--- src/rtl/fetch_queue.sv ---
// fetch_queue: instruction-fetch front end. Streams 64-bit fetches from the
// instruction memory, splits each into two little-endian RISC-V words and
// buffers them with their PCs. Up to two instructions per cycle are handed to
// dual-issue decode. Branch redirect flushes the queue and restarts fetch.
module fetch_queue #(
    parameter logic [9:0] RESET_PC = 10'h000,
    parameter int         DEPTH    = 8
) (
    input  logic        clock_i,
    input  logic        reset_n_i,
    output logic        imem_re_o,
    output logic [9:0]  imem_addr_o,
    input  logic [63:0] imem_data_i,
    input  logic        redirect_i,
    input  logic [9:0]  redirect_pc_i,
    input  logic [1:0]  deq_i,
    output logic        valid0_o,
    output logic [31:0] inst0_o,
    output logic [9:0]  pc0_o,
    output logic        valid1_o,
    output logic [31:0] inst1_o,
    output logic [9:0]  pc1_o
);

    localparam int PTR_W = $clog2(DEPTH);
    localparam int CNT_W = PTR_W + 1;
    localparam logic [CNT_W-1:0] DEPTH_C     = CNT_W'(DEPTH);
    // Issue is allowed while occupancy plus reserved slots leaves room for two more.
    localparam logic [CNT_W:0]   ISSUE_LIMIT = (CNT_W + 1)'(DEPTH - 2);

    // Registered state
    logic [9:0]       fetch_pc_reg;
    logic             inflight_reg;
    logic [CNT_W-1:0] count_reg;
    logic [PTR_W-1:0] head_reg;
    logic [PTR_W-1:0] tail_reg;

    // Queue storage: one instruction word and its PC per entry
    logic [31:0] inst_mem [DEPTH];
    logic [9:0]  pc_mem   [DEPTH];

    // Combinational helpers
    logic [CNT_W:0]   used_slots;
    logic             issue;
    logic             resp;
    logic [1:0]       deq_req;
    logic [1:0]       deq_eff;
    logic [CNT_W-1:0] count_next;
    logic [PTR_W-1:0] head_next;
    logic [PTR_W-1:0] tail_next;
    logic [PTR_W-1:0] tail_plus1;
    logic [PTR_W-1:0] head_plus1;
    logic [9:0]       resp_pc_a;
    logic [9:0]       resp_pc_b;
    logic [31:0]      inst_a;
    logic [31:0]      inst_b;

    // The low two redirect bits are word-offset bits that fetch ignores.
    logic unused_redirect_bits;
    assign unused_redirect_bits = ^redirect_pc_i[1:0];

    // Occupancy counts entries already queued plus two for a response still in flight.
    assign used_slots = {1'b0, count_reg} + (inflight_reg ? (CNT_W + 1)'(2) : '0);
    assign issue      = reset_n_i & ~redirect_i & (used_slots <= ISSUE_LIMIT);
    assign resp       = inflight_reg & ~redirect_i;

    assign imem_re_o   = issue;
    assign imem_addr_o = fetch_pc_reg;

    // fetch_pc already advanced by 8 when the request left, so step back for its PC.
    assign resp_pc_a = fetch_pc_reg - 10'd8;
    assign resp_pc_b = fetch_pc_reg - 10'd4;

    // Byte 0 sits in the top lane; each 32-bit word is assembled little-endian.
    assign inst_a = {imem_data_i[39:32], imem_data_i[47:40], imem_data_i[55:48], imem_data_i[63:56]};
    assign inst_b = {imem_data_i[7:0],   imem_data_i[15:8],  imem_data_i[23:16], imem_data_i[31:24]};

    assign tail_plus1 = tail_reg + PTR_W'(1);
    assign head_plus1 = head_reg + PTR_W'(1);

    // Clamp the decode request to 2 and to what the queue actually holds.
    always_comb begin
        deq_req = (deq_i == 2'd3) ? 2'd2 : deq_i;
        deq_eff = deq_req;
        if (count_reg == '0) begin
            deq_eff = 2'd0;
        end else if (count_reg == CNT_W'(1) && deq_req == 2'd2) begin
            deq_eff = 2'd1;
        end
    end

    // Next occupancy and pointers; redirect empties the queue outright.
    always_comb begin
        count_next = count_reg + (resp ? CNT_W'(2) : '0) - CNT_W'(deq_eff);
        head_next  = head_reg + PTR_W'(deq_eff);
        tail_next  = tail_reg + (resp ? PTR_W'(2) : '0);
        if (redirect_i) begin
            count_next = '0;
            head_next  = '0;
            tail_next  = '0;
        end
    end

    // Fetch PC, in-flight flag, occupancy and pointers.
    always_ff @(posedge clock_i) begin
        if (!reset_n_i) begin
            fetch_pc_reg <= RESET_PC;
            inflight_reg <= 1'b0;
            count_reg    <= '0;
            head_reg     <= '0;
            tail_reg     <= '0;
        end else begin
            if (redirect_i) begin
                fetch_pc_reg <= {redirect_pc_i[9:2], 2'b00};
            end else if (issue) begin
                fetch_pc_reg <= fetch_pc_reg + 10'd8;
            end
            inflight_reg <= issue;
            count_reg    <= count_next;
            head_reg     <= head_next;
            tail_reg     <= tail_next;
        end
    end

    // Per-entry write port: instruction A lands at tail, instruction B at tail+1.
    genvar gi;
    for (gi = 0; gi < DEPTH; gi++) begin : g_entry
        // Capture this entry when a response targets its slot.
        always_ff @(posedge clock_i) begin
            if (resp && tail_reg == PTR_W'(gi)) begin
                inst_mem[gi] <= inst_a;
                pc_mem[gi]   <= resp_pc_a;
            end else if (resp && tail_plus1 == PTR_W'(gi)) begin
                inst_mem[gi] <= inst_b;
                pc_mem[gi]   <= resp_pc_b;
            end
        end
    end

    // Head view for decode, straight from queue registers.
    assign valid0_o = reset_n_i & (count_reg != '0);
    assign valid1_o = reset_n_i & (count_reg >= CNT_W'(2));
    assign inst0_o  = inst_mem[head_reg];
    assign pc0_o    = pc_mem[head_reg];
    assign inst1_o  = inst_mem[head_plus1];
    assign pc1_o    = pc_mem[head_plus1];

    // Issue throttling must keep occupancy within the queue.
    assert property (@(posedge clock_i) disable iff (!reset_n_i) count_reg <= DEPTH_C);

endmodule

--- config.mk ---
export PLATFORM = sky130hd
export DESIGN_NAME = fetch_queue
export DESIGN_NICKNAME = d
export VERILOG_FILES = /design/src/rtl/fetch_queue.sv
export SDC_FILE = /design/constraint.sdc
export NUM_CORES = 1
export LEC_CHECK = 0
export ABC_AREA = 1
export CORE_MARGIN = 2
export CORE_UTILIZATION = 40
export DETAILED_ROUTE_END_ITERATION = 10
export SLEW_MARGIN = 20
export SYNTH_ARGS = -nofsm -noshare
export SYNTH_HDL_FRONTEND = slang
export SYNTH_SLANG_ARGS = --single-unit
export TNS_END_PERCENT = 20
--- constraint.sdc ---
create_clock -name clock_i -period 5 [get_ports clock_i]
set_input_delay 1.5 -clock clock_i [delete_from_list [all_inputs] [get_ports clock_i]]
set_output_delay 1.5 -clock clock_i [all_outputs]
set_load 0.005 [all_outputs]
## After elaboration in Yosys (flattened, before gate mapping)

Memories as Yosys holds them, arrays and structs flattened. A register that Yosys moved wholly into a read port is not among the register bits.
Index checks and enable logic that the tools add are counted.
W data, S select, Z words.

- Bits in registers: 21
- RAM bits: 336
- Memories: 2

- Add/subtract/negate cells: 10
- Magnitude comparators: 2
- Equal/unequal tests: 17
- Multiplexer cells: 102
- Bitwise operators: 23
- Reductions and logical operators: 35

Memories:

| name | words | width | rd ports | clocked after Yosys merged registers in | wr ports | RTL line | RTL |
|---|---|---|---|---|---|---|---|
| inst_mem | 8 | 32 | 2 | 1 | 2 | 39 | `logic [31:0] inst_mem [DEPTH];` |
| pc_mem | 8 | 10 | 2 | 1 | 2 | 40 | `logic [9:0] pc_mem [DEPTH];` |

Operators by type and width:

| kind | count |
|---|---|
| $mux W32 | 14 |
| $reduce_or A32 Y1 | 6 |
| $mux W10 | 16 |
| $reduce_or A10 Y1 | 6 |
| $mux W1 | 52 |
| $mux W3 | 14 |
| $eq A3 B3 Y1 const B | 8 |
| $logic_and A1 B1 Y1 | 17 |
| $or A1 B1 Y1 | 16 |
| $eq A3 B2 Y1 const B | 4 |
| $mux W2 | 6 |
| $add A10 B4 Y10 const B | 1 |
| $sub A10 B3 Y10 const B | 1 |
| $sub A10 B4 Y10 const B | 1 |
| $add A3 B1 Y3 const B | 2 |
| $add A3 B2 Y3 | 2 |
| $eq A3 B1 Y1 const B | 2 |
| $logic_not A3 Y1 | 2 |
| $add A4 B2 Y5 | 1 |
| $and A1 B1 Y1 | 5 |
| $le A5 B3 Y1 const B | 1 |
| $add A4 B2 Y4 | 1 |
| $eq A2 B2 Y1 const B | 2 |
| $eq A4 B1 Y1 const B | 1 |
| 7 further kinds | 8 |

## Depth between registers and ports, before layout

Gate-level depths: netlist (run 1).

- Depth in word-level cells: 11
- Gate-level depth with buffers: 13

## Worst setup path after synthesis (run 1)

No wires, ideal clock.

- Kind: input to register
- From: input redirect_i
- To: memory pc_mem[1][8] (data pin)
- Library setup time: 0.266 ns
- Arrival time: 4.334 ns
- Slack: 0.401 ns
- Stages on the path: 7
- Path through: inv_2 -> nand2_2 -> nor3_4 -> inv_2 -> clkbuf_1 -> nand2_1 -> o21ai_1

RTL lines:

| what | RTL line | RTL |
|---|---|---|
| from (decl) | 14 | `input logic redirect_i,` |
| to (decl) | 40 |  |

## Worst setup path after layout (run 1)

- From: register head_reg[0]
- To: output inst1_o[11]

- Cells in the longest elaborated chain, start to end: 2

Ends and longest elaborated chain:

| what | RTL line | RTL |
|---|---|---|
| from (decl) | 35 | `logic [PTR_W-1:0] head_reg;` |
| from (signal assigned) | 120 | `head_reg <= head_next;` |
| $add A3 B1 Y3 | 79 | `assign head_plus1 = head_reg + PTR_W'(1);` |
| $mem_v2 Z8 W32 | n/a |  |
| to (decl) | 21 | `output logic [31:0] inst1_o,` |

No other way between the ends.

==> metrics.yaml, run 1 <==
status: "finished clean"
peakVddDrop_mv: 0.2779
worstHoldPathType: "reg2reg"
cts_setup_buffers: 0
route.met3.wl_um: 2986
numCtsBuffers: 39
antenna_found_initial: 2
worstPathRequired_ps: 3500
drive_gt1_frac: 0.06365
wl_met1_um: 22160
area_delta_synth_final_pct: 18.30
ys_warn_count: 0
netlist_top_cells_area: "edfxtp_1 52%, o21ai_0 14%, nand2_1 6.7%"
ctsLongestPathBuffers: 3
cp_slowest_stage_delay_ps: 570
synth_seq_cells: 338
final_nets: 2298
num_rows: 78
top_layer: "met5"
cp-start-kind: "register"
fin_skew_ps: 17.33
cts_resized: 0
largest_reg_flops: 256
finalSetupTns_ps: 0
place_congestion: 0.7759
syn-instance-count: 2117
synth.top_cell.area_share: 0.5216
power.density_mw_per_mm2: 413.2
worstRegToRegCells: 12
netlist_area_mm2: 0.01842
rsz0062_at_grt: "false"
wl_per_cell_um: 17.52
async_flop_share: 0
grt_max_degree: 322
setup_viol: 0
routed-wl-met2_um: 23440
synth_common_cells: "504 x o21ai_0, 328 x nand2_1, 320 x edfxtp_1, 222 x nor2_1, 209 x a21oi_1"
leakage_nw: 8.098
antenna_left: 0
grt_overflow: 0
crit_chain: "buf_12 > buf_16 > o21ai_0 > o21a_1 > a21oi_1 > clkdlybuf4s50_1"
yosysTopAreaCell: "edfxtp_1"
first_pass_iters: 7
drc: 0
synth.avg_cell_area_um2: 8.702
maxSlewHeadroom: 0.3771
fp.dieH_um: 218.6
min_path_cells: 2
slew_viol_final: 0
fin_crit_ps: 4803
synth_edf_count: 320
clkTransAtPathRegs_ps: 60
cts-htree-levels: 2
synthFlopType: "edfxtp_1"
dp_hpwl_um: 28950
finalCritPeriodShare: 0.9606
die_area_mm2: 0.04779
die_w_um: 218.6
dp_cells: 2761
totalWireLength_um: 49590
cts_sinks: 338
cts_tree: "done"
hold_ws_ps: 566.3
finalHoldViolations: 0
grt_pass1_vias: 14550
worst-setup-path-type: "reg2out"
io_pins: 176
drt_iter0_drc: 1020
critPathSlowestCell: "clkdlybuf4s50_1"
synth-seq-area-share: 0.5412
grt.total_usage: 0.2060
core-area_mm2: 0.04538
clk_latency_ps: 530
via_per_inst: 5.401
grt_pass1_wl_um: 77240
end_kind: "output pin"
yosysMostFrequentCell: "o21ai_0"
postCtsHoldBufs: 0
worst_pin_slew_ps: 934.3
maxCapViolations: 0
start_util: 0.4060
numPortBuffers: 167
final_cells: 2831
diodes: 0
critPathArrivalTime_ps: 3300
fmax_mhz: 208.2
top_register: "inst_mem"
vias: 15290
root_buffer: "clkbuf_16"
yosysUniqueCellTypes: 30
path_max_fanout: 219
==> routing by layer <==
metal  up-vias  track usage
met5         -            0
met1      7219       0.2742
met4         4      0.06508
met3        88      0.02978
li1       7488            -
met2       492       0.3461
==> power breakdown <==
part	leakage (nW)	total, mW	internal, mW	switching, mW
Combinational	4.46	3.03	1.28	1.75
Clock	0.600	2.72	1.62	1.10
Sequential	3.04	3.25	3.21	0.0478
==> metrics by stage <==
step,worst slack (ps),area (um2),utilization,power [mW]
final,197.2,21790,0.4802,9.004
after global routing,38.60,21790,0.4802,9.543
after CTS,184.2,21770,0.4796,9.065
after detailed placement,363.0,20550,0.4528,6.335
after global placement,330.3,20550,0.4528,6.261
after floorplan,400.5,18440,-,5.051
==> cells by family after synthesis <==
kind of cell,count (synthesis),synth area share
AOI/OAI and AO/OA,851,0.2440
adders and majority gates,16,0.01127
DFF,338,0.5412
and+or+nand+nor,578,0.1216
xor gates and xnor gates,20,0.009916
other,1,0.0002036
buffers and inverters,313,0.07185
==> layout by cell type, fill, tap and decap left out, types with 16 or more instances in the layout <==
cell,instances
a21oi_1,209
buf_4,23
clkbuf_16,41
clkdlybuf4s50_1,167
edfxtp_1,320
inv_1,142
nand2_1,328
nand3_1,21
nor2_1,222
o21a_1,40
o21ai_0,504
o21ai_1,61
o21ai_2,34
xor2_1,16
==> worst paths after layout <==
kind	start	endpoint	slack, ps
worst max-delay path	head_reg[0]	inst1_o[11]	200
worst min-delay path	imem_addr_o[7]	imem_addr_o[7]	570
worst max register to register	count_reg[2]	count_reg[3]	2660
worst min register to register	imem_addr_o[7]	imem_addr_o[7]	570
==> final cells by class <==
type / instances / area (um2)
fill: 4187 / 23590
sequential: 338 / 9978
multi-input combinational: 1471 / 7172
timing repair buffer: 202 / 2092
clock buffer: 51 / 1084
tap: 600 / 750.7
inverter: 151 / 583.1
clock inverter: 18 / 133.9
==> critical path, delay by kind of cell, from the launching register on <==
kind	cells	cell delay (ps)
buffers and inverters	3	1450
AO/OA/AOI/OAI	3	720
flip-flops	1	410
No activity file was read; power rests on OpenSTA's default activity.
==> inputs of run 2 (changes only) <==
Settings changed: CAP_MARGIN from default to 20, TNS_END_PERCENT 20 to default.
==> results of run 2 <==
Same layout as run 1: the final DEF is identical, and so are final timing and power.
==> inputs of run 3 (changes only) <==
Settings changed: SLEW_MARGIN 20 to 5.
==> metrics.yaml, run 3 (same netlist as run 1, synthesis figures left out) <==
combPwrFrac: 0.336
hold_ws_ps: 566.4
antenna_left: 0
clkTransAtPathRegs_ps: 60
swShare: 0.3217
postCtsHoldBufs: 0
path_max_fanout: 321
place_congestion: 0.7759
dp_hpwl_um: 28950
fp.dieH_um: 218.6
critPathSlowestCell: "buf_12"
fillers: 4190
num_rows: 78
die_w_um: 218.6
maxCapViolations: 0
start_util: 0.4060
fin_crit_ps: 4801
drc: 0
fmax_mhz: 208.3
r2r-end: "pc_mem[1][9]"
status: "finished clean"
numCtsBuffers: 39
worst_pin_slew_ps: 1244
grt.total_usage: 0.2060
die_area_mm2: 0.04779
peakVddDrop_mv: 0.3974
hold_path_end: "imem_addr_o[7]"
power.density_mw_per_mm2: 413.0
final_nets: 2297
area_delta_synth_final_pct: 18.15
totalWireLength_um: 49510
critical_path_buf_inv_count: 2
p_seq_frac: 0.362
top_register: "inst_mem"
cpLargestDelayFamily: "buffers and inverters"
worstRegToRegCells: 8
crit_chain: "buf_12 > o21ai_0 > o21a_1 > a21oi_1 > clkdlybuf4s50_1"
clk_latency_ps: 530
grt_pass1_wl_um: 77240
r2r-start: "imem_addr_o[3]"
wl_per_cell_um: 17.49
root_buffer: "clkbuf_16"
cts_resized: 0
io_pins: 176
critPathArrivalTime_ps: 3300
grt_overflow: 0
ctsLongestPathBuffers: 3
final_common_cell: "o21ai_0"
worstPathRequired_ps: 3500
cp-start-kind: "register"
via_per_inst: 5.393
diodes: 0
min_path_cells: 2
vias: 15260
finalSetupTns_ps: 0
slew_viol_final: 0
first_pass_iters: 5
cts_setup_buffers: 0
dp_cells: 2761
core-area_mm2: 0.04538
setup_viol: 0
finalHoldViolations: 0
p_int_mw: 6.098
largest_reg_flops: 256
worst-setup-path-type: "reg2out"
grt_pass1_vias: 14550
worstHoldPathType: "reg2reg"
drive_gt1_frac: 0.06323
drt_iter0_drc: 1036
p_clk_frac: 0.302
antenna_found_initial: 2
cp_slowest_stage_delay_ps: 740
rsz0062_at_grt: "false"
grt_max_degree: 322
p_sw_mw: 2.892
leakage_nw: 8.086
cts-htree-levels: 2
maxSlewHeadroom: 0.1703
numPortBuffers: 167
min_from: "imem_addr_o[7]"
r2r_slack_ps: 2660
final_cells: 2830
cts_tree: "done"
layout_common_cells: "504 x o21ai_0, 328 x nand2_1, 320 x edfxtp_1"
cts_sinks: 338
finalCritPeriodShare: 0.9603
fin_skew_ps: 16.57
end_kind: "output pin"
run 3: changes by cell type in the layout (fill, tap and decap cells not counted):
cell    change
buf_16      -1
run 3: worst max path at each step:
| stage | to | slack [ps] | start | cells past startpoint |
|---|---|---|---|---|
| finish | inst1_o[11] | 200 | head_reg[0] | 5 |
| global route | pc1_o[7] | 30 | head_reg[0] | 7 |
| CTS | pc1_o[7] | 180 | head_reg[0] | 7 |
| detailed placement | imem_re_o | 360 | reset_n_i | 6 |
| global placement | imem_re_o | 330 | reset_n_i | 6 |
| floorplan | pc_mem[1][8] | 400 | redirect_i | 7 |
run 3: power by group through the flow:
stage                     registers [mW]  logic (mW)  clock network [mW]
after CTS                           3.25        3.04                2.77
after global placement              3.31        2.95                   0
final                               3.25        3.02                2.72
after global routing                3.26        3.40                2.87
after detailed placement            3.31        3.02                   0
after floorplan                     3.29        1.76                   0
run 3: area by class of cell:
| type | instances | area [um2] | share of cell area |
|---|---|---|---|
| Tap cell | 600 | 750.7 | 0.03449 |
| Clock buffer | 51 | 1084 | 0.04978 |
| Sequential cell | 338 | 9978 | 0.4584 |
| Multi-Input combinational cell | 1471 | 7172 | 0.3295 |
| Timing Repair Buffer | 201 | 2064 | 0.09485 |
| Clock inverter | 18 | 133.9 | 0.006151 |
| Inverter | 151 | 583.1 | 0.02679 |
run 3: tightest hold or removal path: cells and delay by family, from the launching register on:
family | cells | cell delay (ps)
AND/OR/NAND/NOR | 1 | 100
AO/OA/AOI/OAI | 1 | 60
flip-flops | 1 | 360
run 3: through the flow:
| step | utilization | setup WS, ps | total power [mW] | area [um2] |
|---|---|---|---|---|
| final | 0.4796 | 198.6 | 8.990 | 21770 |
| after global placement | 0.4528 | 330.3 | 6.261 | 20550 |
| after detailed placement | 0.4528 | 363.0 | 6.335 | 20550 |
| after CTS | 0.4796 | 184.2 | 9.065 | 21770 |
| after floorplan | - | 400.5 | 5.051 | 18440 |
| after global routing | 0.4796 | 26.73 | 9.533 | 21770 |
run 3: per-layer routing:
layer,wire [um],global-route usage,vias to the layer above
met5,27,0,-
met4,992,0.06508,4
met3,3365,0.02978,89
met2,23400,0.3461,492
met1,21720,0.2742,7198
li1,-,-,7479
